[src/rtl/fir_ctrl_sequencer.sv]
// ---------------------------------------------------------------------------
// fir_ctrl_sequencer
// Control front-end for ReConf_FirFilter, clocked from the 12 MHz clock.
//  - Divides the clock by DIV_N to make the 600 kHz sample strobe.
//  - On each strobe (when idle) runs an (NTAP+1)-cycle memory-read/MAC burst,
//    presenting the captured input pulse on the first burst cycle only.
//  - On a load request, stages NTAP host words per bank and bursts them into
//    each of the NBANK coefficient banks, followed by GAP_CYC idle cycles.
//
// Ports
//  iClk12M           12 MHz clock
//  iRsn              asynchronous active-low reset
//  iFirInRaw[2:0]    raw input pulse, captured on the strobe
//  iModuleSel[1:0]   bank for read bursts, captured on the strobe
//  iCoeffLoadStart   one-cycle request to reload all banks
//  iCoeffWrValid     host coefficient valid
//  iCoeffWrData      host coefficient word
//  oCoeffWrReady     host coefficient ready
//  oEnSample600k     one-cycle sample strobe
//  oCoeffUpdateFlag  coefficient write burst active
//  oMemRdFlag        read/MAC burst active
//  oModuleSel        bank presented to the filter
//  oWtDtRam          coefficient word presented to the filter
//  oFirIn            input pulse presented to the filter
//  oBusy             coefficient update in progress
//  oCoeffDone        pulse once the last bank has been written
// ---------------------------------------------------------------------------
module fir_ctrl_sequencer #(
    parameter int DIV_N   = 20,
    parameter int NTAP    = 10,
    parameter int NBANK   = 4,
    parameter int GAP_CYC = 5
) (
    input  logic        iClk12M,
    input  logic        iRsn,
    input  logic [2:0]  iFirInRaw,
    input  logic [1:0]  iModuleSel,
    input  logic        iCoeffLoadStart,
    input  logic        iCoeffWrValid,
    input  logic [15:0] iCoeffWrData,
    output logic        oCoeffWrReady,
    output logic        oEnSample600k,
    output logic        oCoeffUpdateFlag,
    output logic        oMemRdFlag,
    output logic [1:0]  oModuleSel,
    output logic [15:0] oWtDtRam,
    output logic [2:0]  oFirIn,
    output logic        oBusy,
    output logic        oCoeffDone
);

    typedef enum logic [2:0] {
        S_IDLE, S_RD, S_FILL, S_BURST, S_GAP
    } state_t;

    localparam logic [4:0] L_DIV_LAST = 5'(DIV_N - 1);
    localparam logic [3:0] L_NTAP     = 4'(NTAP);
    localparam logic [3:0] L_TAP_LAST = 4'(NTAP - 1);
    localparam logic [3:0] L_GAP_LAST = 4'(GAP_CYC - 1);
    localparam logic [1:0] L_BANK_LAST = 2'(NBANK - 1);

    state_t      r_state;
    logic [4:0]  r_div;
    logic [3:0]  r_cnt;     // shared cycle/word counter for the current state
    logic [1:0]  r_bank;
    logic        r_pend;    // load request that arrived while a read was running
    logic [15:0] r_stage [NTAP];

    logic w_hs;
    assign w_hs = (r_state == S_FILL) && iCoeffWrValid && oCoeffWrReady;

    // Free-running sample divider; strobe is registered so it lands one
    // cycle after the counter shows its last value.
    always_ff @(posedge iClk12M or negedge iRsn) begin
        if (!iRsn) begin
            r_div         <= '0;
            oEnSample600k <= 1'b0;
        end else begin
            oEnSample600k <= (r_div == L_DIV_LAST);
            r_div         <= (r_div == L_DIV_LAST) ? 5'd0 : r_div + 5'd1;
        end
    end

    // Staging contents are don't-care after reset, so no reset term here.
    always_ff @(posedge iClk12M) begin
        if (w_hs) r_stage[r_cnt] <= iCoeffWrData;
    end

    always_ff @(posedge iClk12M or negedge iRsn) begin
        if (!iRsn) begin
            r_state          <= S_IDLE;
            r_cnt            <= '0;
            r_bank           <= '0;
            r_pend           <= 1'b0;
            oCoeffWrReady    <= 1'b0;
            oCoeffUpdateFlag <= 1'b0;
            oMemRdFlag       <= 1'b0;
            oModuleSel       <= '0;
            oWtDtRam         <= '0;
            oFirIn           <= '0;
            oBusy            <= 1'b0;
            oCoeffDone       <= 1'b0;
        end else begin
            oCoeffDone <= 1'b0;
            case (r_state)
                S_IDLE: begin
                    // A strobe always wins; a simultaneous load is deferred.
                    if (oEnSample600k) begin
                        r_state    <= S_RD;
                        r_cnt      <= '0;
                        oMemRdFlag <= 1'b1;
                        oFirIn     <= iFirInRaw;
                        oModuleSel <= iModuleSel;
                        if (iCoeffLoadStart) r_pend <= 1'b1;
                    end else if (iCoeffLoadStart || r_pend) begin
                        r_state       <= S_FILL;
                        r_cnt         <= '0;
                        r_bank        <= '0;
                        oCoeffWrReady <= 1'b1;
                        oBusy         <= 1'b1;
                    end
                end
                S_RD: begin
                    if (iCoeffLoadStart) r_pend <= 1'b1;
                    oFirIn <= '0;           // sample shown on the first cycle only
                    if (r_cnt == L_NTAP) begin
                        r_state    <= S_IDLE;
                        oMemRdFlag <= 1'b0;
                        oModuleSel <= '0;
                    end else begin
                        r_cnt <= r_cnt + 4'd1;
                    end
                end
                S_FILL: begin
                    if (w_hs) begin
                        if (r_cnt == L_TAP_LAST) begin
                            r_state          <= S_BURST;
                            r_cnt            <= '0;
                            oCoeffWrReady    <= 1'b0;
                            oCoeffUpdateFlag <= 1'b1;
                            oWtDtRam         <= '0;
                            oModuleSel       <= r_bank;
                        end else begin
                            r_cnt <= r_cnt + 4'd1;
                        end
                    end
                end
                S_BURST: begin
                    // Cycle 0 carries a zero word; cycle k carries stage[k-1].
                    if (r_cnt == L_NTAP) begin
                        r_state          <= S_GAP;
                        r_cnt            <= '0;
                        oCoeffUpdateFlag <= 1'b0;
                        oWtDtRam         <= '0;
                        oModuleSel       <= '0;
                    end else begin
                        oWtDtRam <= r_stage[r_cnt];
                        r_cnt    <= r_cnt + 4'd1;
                    end
                end
                S_GAP: begin
                    if (r_cnt == L_GAP_LAST) begin
                        r_cnt <= '0;
                        if (r_bank == L_BANK_LAST) begin
                            r_state    <= S_IDLE;
                            r_pend     <= 1'b0;
                            oBusy      <= 1'b0;
                            oCoeffDone <= 1'b1;
                        end else begin
                            r_bank        <= r_bank + 2'd1;
                            r_state       <= S_FILL;
                            oCoeffWrReady <= 1'b1;
                        end
                    end else begin
                        r_cnt <= r_cnt + 4'd1;
                    end
                end
                default: r_state <= S_IDLE;
            endcase
        end
    end

endmodule

[config.mk]
export PLATFORM = sky130hd
export DESIGN_NAME = fir_ctrl_sequencer
export DESIGN_NICKNAME = d
export VERILOG_FILES = /design/src/rtl/fir_ctrl_sequencer.sv
export SDC_FILE = /design/constraint.sdc
export NUM_CORES = 1
export LEC_CHECK = 0
export ABC_AREA = 0
export CAP_MARGIN = 25
export CORE_UTILIZATION = 35
export CTS_BUF_LIST = sky130_fd_sc_hd__clkbuf_16
export DETAILED_ROUTE_END_ITERATION = 8
export PLACE_DENSITY = 0.58
export SLEW_MARGIN = 15
export SYNTH_ARGS = -nofsm -noshare
export SYNTH_HDL_FRONTEND = slang
export SYNTH_SLANG_ARGS = --single-unit
[constraint.sdc]
create_clock -name iClk12M -period 7 [get_ports iClk12M]
set_input_delay 1.4 -clock iClk12M [delete_from_list [all_inputs] [get_ports iClk12M]]
set_output_delay 1.4 -clock iClk12M [all_outputs]
set_load 0.05 [all_outputs]
==> flow_metrics.tcl <==
set metrics [dict create \
    syn_nets 506 \
    path_class "flip-flop to output port" \
    cp_cell_sequence "clkdlybuf4s50_1" \
    syn-cell-area_sq_um 8029 \
    setup_viol_count_final 0 \
    worst_pin_slew_ns 0.9628 \
    drt-total-wl_mm 16.80 \
    die-area_sq_um 23550 \
    grt_start_max_net_pins 54 \
    power_switching_mw 1.165 \
    wl_per_cell_um 20.10 \
    holdPathEnd "r_div[0]" \
    stdcell_area_sq_um 9580 \
    multi_input_area_sq_um 2046 \
    yosys-mux-area-fraction 0.1161 \
    peakVddDrop_mv 0.2119 \
    final-seq-area_sq_um 5857 \
    clockRootBuffer "clkbuf_16" \
    cts_buffers 22 \
    fp.coreArea_sq_um 22570 \
    ys_types 48 \
    start_util 0.3557 \
    vias_per_cell 5.254 \
    hold_viol 0 \
    detail_route.first_pass.iterations 4 \
    r2r_end "oWtDtRam[9]" \
    r2r_start "r_cnt[1]" \
    fin_util 0.4244 \
    wl_met2_mm 8.307 \
    min_path_cells 1 \
    synthSimpleGateAreaFrac 0.06015 \
    max_freq_mhz 294.8 \
    async_flop_share 0.2079 \
    grt_pass1_wl_mm 26.10 \
    status "completed" \
    vias 4392 \
    ys_ff_latch 202 \
    clock_skew_ns 0.01890 \
    final_common_cell "edfxtp_1" \
    instances_no_fill 836 \
    track_usage 0.1460 \
    ios 52 \
    clk_pin_slew_worst_paths_ns 0.05 \
    ff2ff_setup_slack_ns 4.07 \
    arrival_ns 1.99 \
    critical_path.endpoint_type "output port" \
    cp.required_ns 5.60 \
    worst_path_max_delay_cell "clkdlybuf4s50_1" \
    r2r_cells 8 \
    die_w_um 153.5 \
    p_clk_frac 0.303 \
    p_per_area_nw_per_um2 379.4 \
    holdCritPathClass "flip-flop to flip-flop" \
    cts_buffer_depth 3 \
    yosys.area.top_type "edfxtp_1" \
    area_growth_pct 19.32 \
    p_seq_frac 0.405 \
    num_antenna_cells 0 \
    cts_sinks 202 \
    grt_pass1_vias 4563 \
    cts_hold_buf 0 \
    synth_area_per_cell_sq_um 16.90 \
    period_share 0.4846 \
    drv_cap 0 \
    synth_compound_area_frac 0.06545 \
    start_kind "flip-flop" \
    clk_latency_ns 0.51 \
    dpl_cell_area_sq_um 8843 \
    drt_iter0_markers 279 \
    globalplace.congestion 0.7893 \
    slew_viol_final 0 \
    synth_top_family_by_area "multiplexers" \
    slew-limit-headroom 0.3581 \
    finalWorstSetupSlack_ns 3.608 \
    finalSetupTns_ns 0 \
    p_leak_nw 3.312 \
    fillerInstances 2004 \
    dr.max_layer_used "met4" \
    pwr-share-comb 0.293 \
    final_layout_size_suffix_gt1_frac 0.1579 \
    route.met3.wl_um 778 \
    yosys_warnings 0 \
    cp_num_cells 1 \
    rsz0062_at_grt "false" \
    min-delay-start "r_div[0]" \
    fin_crit_ns 3.392 \
    cts_tree "yes" \
    synth_top_area_frac 0.5984 \
    path_max_fanout 14 \
    final_nets 566 \
    ys_seq_area_frac 0.7293 \
    grt-ovfl-total 0 \
    cp.buffers_inverters 1 \
    netlist_top_cells_area "edfxtp_1, dfrtp_1, mux4_2" \
    htreeDepth 1 \
    drcViolationCount 0 \
    cts_resized 0 \
    dpl.hpwl_mm 9.863 \
    num_rows 55 \
    post-cts-setup-buffer-count 0 \
    port_buffers 51 \
    synthCells 475 \
    die_h_um 153.5 \
    netSwitchingFraction 0.3205 \
    pre_cts_ws_ns 3.136 \
    synth-adder-area-share 0.009350 \
    mostFrequentLayoutCells "edfxtp_1, clkdlybuf4s50_1, dfrtp_1" \
    met1_length_mm 7.365 \
    path_delay_family "buffers and inverters" \
    worst_path_largest_cell_delay_ns 0.89 \
    antenna_found_initial 0 \
    internal_power_mw 2.470 \
    placedCellCount 794 \
    synth_xor_area_frac 0.002182 \
    drtAntennaViolNets 0 \
    synth_ff_type "edfxtp_1" \
    synth-edff-count 160 \
]
kinds of logic (layout without fill, tap and decap cells):
family                     after synthesis  after routing
DFF                                    202            202
AOI/OAI and AO/OA                       89             89
buffers and inverters                   31            107
adders and majority gates                6              6
xor gates and xnor gates                 2              2
and+or+nand+nor                         93             93
muxes                                   52             52
metrics by stage:
| step | total power [mW] | hold WS (ns) |
|---|---|---|
| 6_report | 3.635 | 0.4637 |
| 5_1_grt | 3.802 | 0.4775 |
| 4_1_cts | 3.666 | 0.4689 |
| 3_5_place_dp | 2.560 | 0.4619 |
| 3_3_place_gp | 2.544 | 0.4441 |
| 2_1_floorplan | 2.236 | 0.4329 |
area by class of cell:
type,count,share of cell area
well taps,285,0.03722
inverters,7,0.002743
clock buffers,22,0.05746
repair buffers,60,0.06295
flip-flops and latches,202,0.6113
clock inverters,18,0.01476
multi-input cells,242,0.2135
metal layers:
| layer | track usage | vias to the layer above |
|---|---|---|
| met5 | 0 | - |
| met4 | 0.04238 | 0 |
| met3 | 0.02325 | 31 |
| met2 | 0.2498 | 131 |
| met1 | 0.1920 | 2249 |
| li1 | - | 1981 |
worst max path at each step:
| stage | slack [ns] | to | startpoint |
|---|---|---|---|
| after floorplan | 2.88 | r_stage[8][0] | iCoeffWrValid |
| after global placement | 3.21 | r_stage[2][14] | iCoeffWrValid |
| after detailed placement | 3.14 | r_stage[0][14] | iCoeffWrValid |
| after CTS | 3.58 | oEnSample600k | oEnSample600k |
| after global routing | 3.46 | r_stage[0][10] | iCoeffWrValid |
| final | 3.61 | oEnSample600k | oEnSample600k |
power groups by stage:
| stage | Clock, mW | Sequential [mW] | Combinational [mW] |
|---|---|---|---|
| 2_1_floorplan | 0 | 1.63 | 0.610 |
| 3_3_place_gp | 0 | 1.49 | 1.05 |
| 3_5_place_dp | 0 | 1.50 | 1.06 |
| 4_1_cts | 1.13 | 1.47 | 1.07 |
| 5_1_grt | 1.17 | 1.48 | 1.14 |
| 6_report | 1.10 | 1.47 | 1.06 |
cell usage after synthesis, types with 2 or more instances:
| cell | instances |
|---|---|
| edfxtp_1 | 160 |
| dfrtp_1 | 42 |
| o21ai_0 | 36 |
| mux4_2 | 32 |
| nor2_1 | 28 |
| a21oi_1 | 24 |
| mux2i_1 | 17 |
| nand2_1 | 17 |
| a22oi_1 | 16 |
| clkbuf_1 | 11 |
| buf_2 | 10 |
| nand3_1 | 7 |
| ha_1 | 6 |
| inv_1 | 6 |
| nor2b_1 | 6 |
| nor3_1 | 6 |
| nand2b_1 | 4 |
| a31oi_1 | 3 |
| and2_1 | 3 |
| and2b_1 | 3 |
| and3_1 | 3 |
| nand3b_1 | 3 |
| and3b_1 | 2 |
| mux2_4 | 2 |
| o21a_1 | 2 |
| or2_2 | 2 |
| or3_1 | 2 |
| xnor2_1 | 2 |
registers in the layout (all words and copies together) (netlist names), 2 cells and up:
name	cells
r_bank	2
r_div	5
r_stage	160
r_cnt	4
oFirIn	3
oModuleSel	2
oWtDtRam	16
r_state	3
Note: power is estimated with default switching activity, not from simulation.
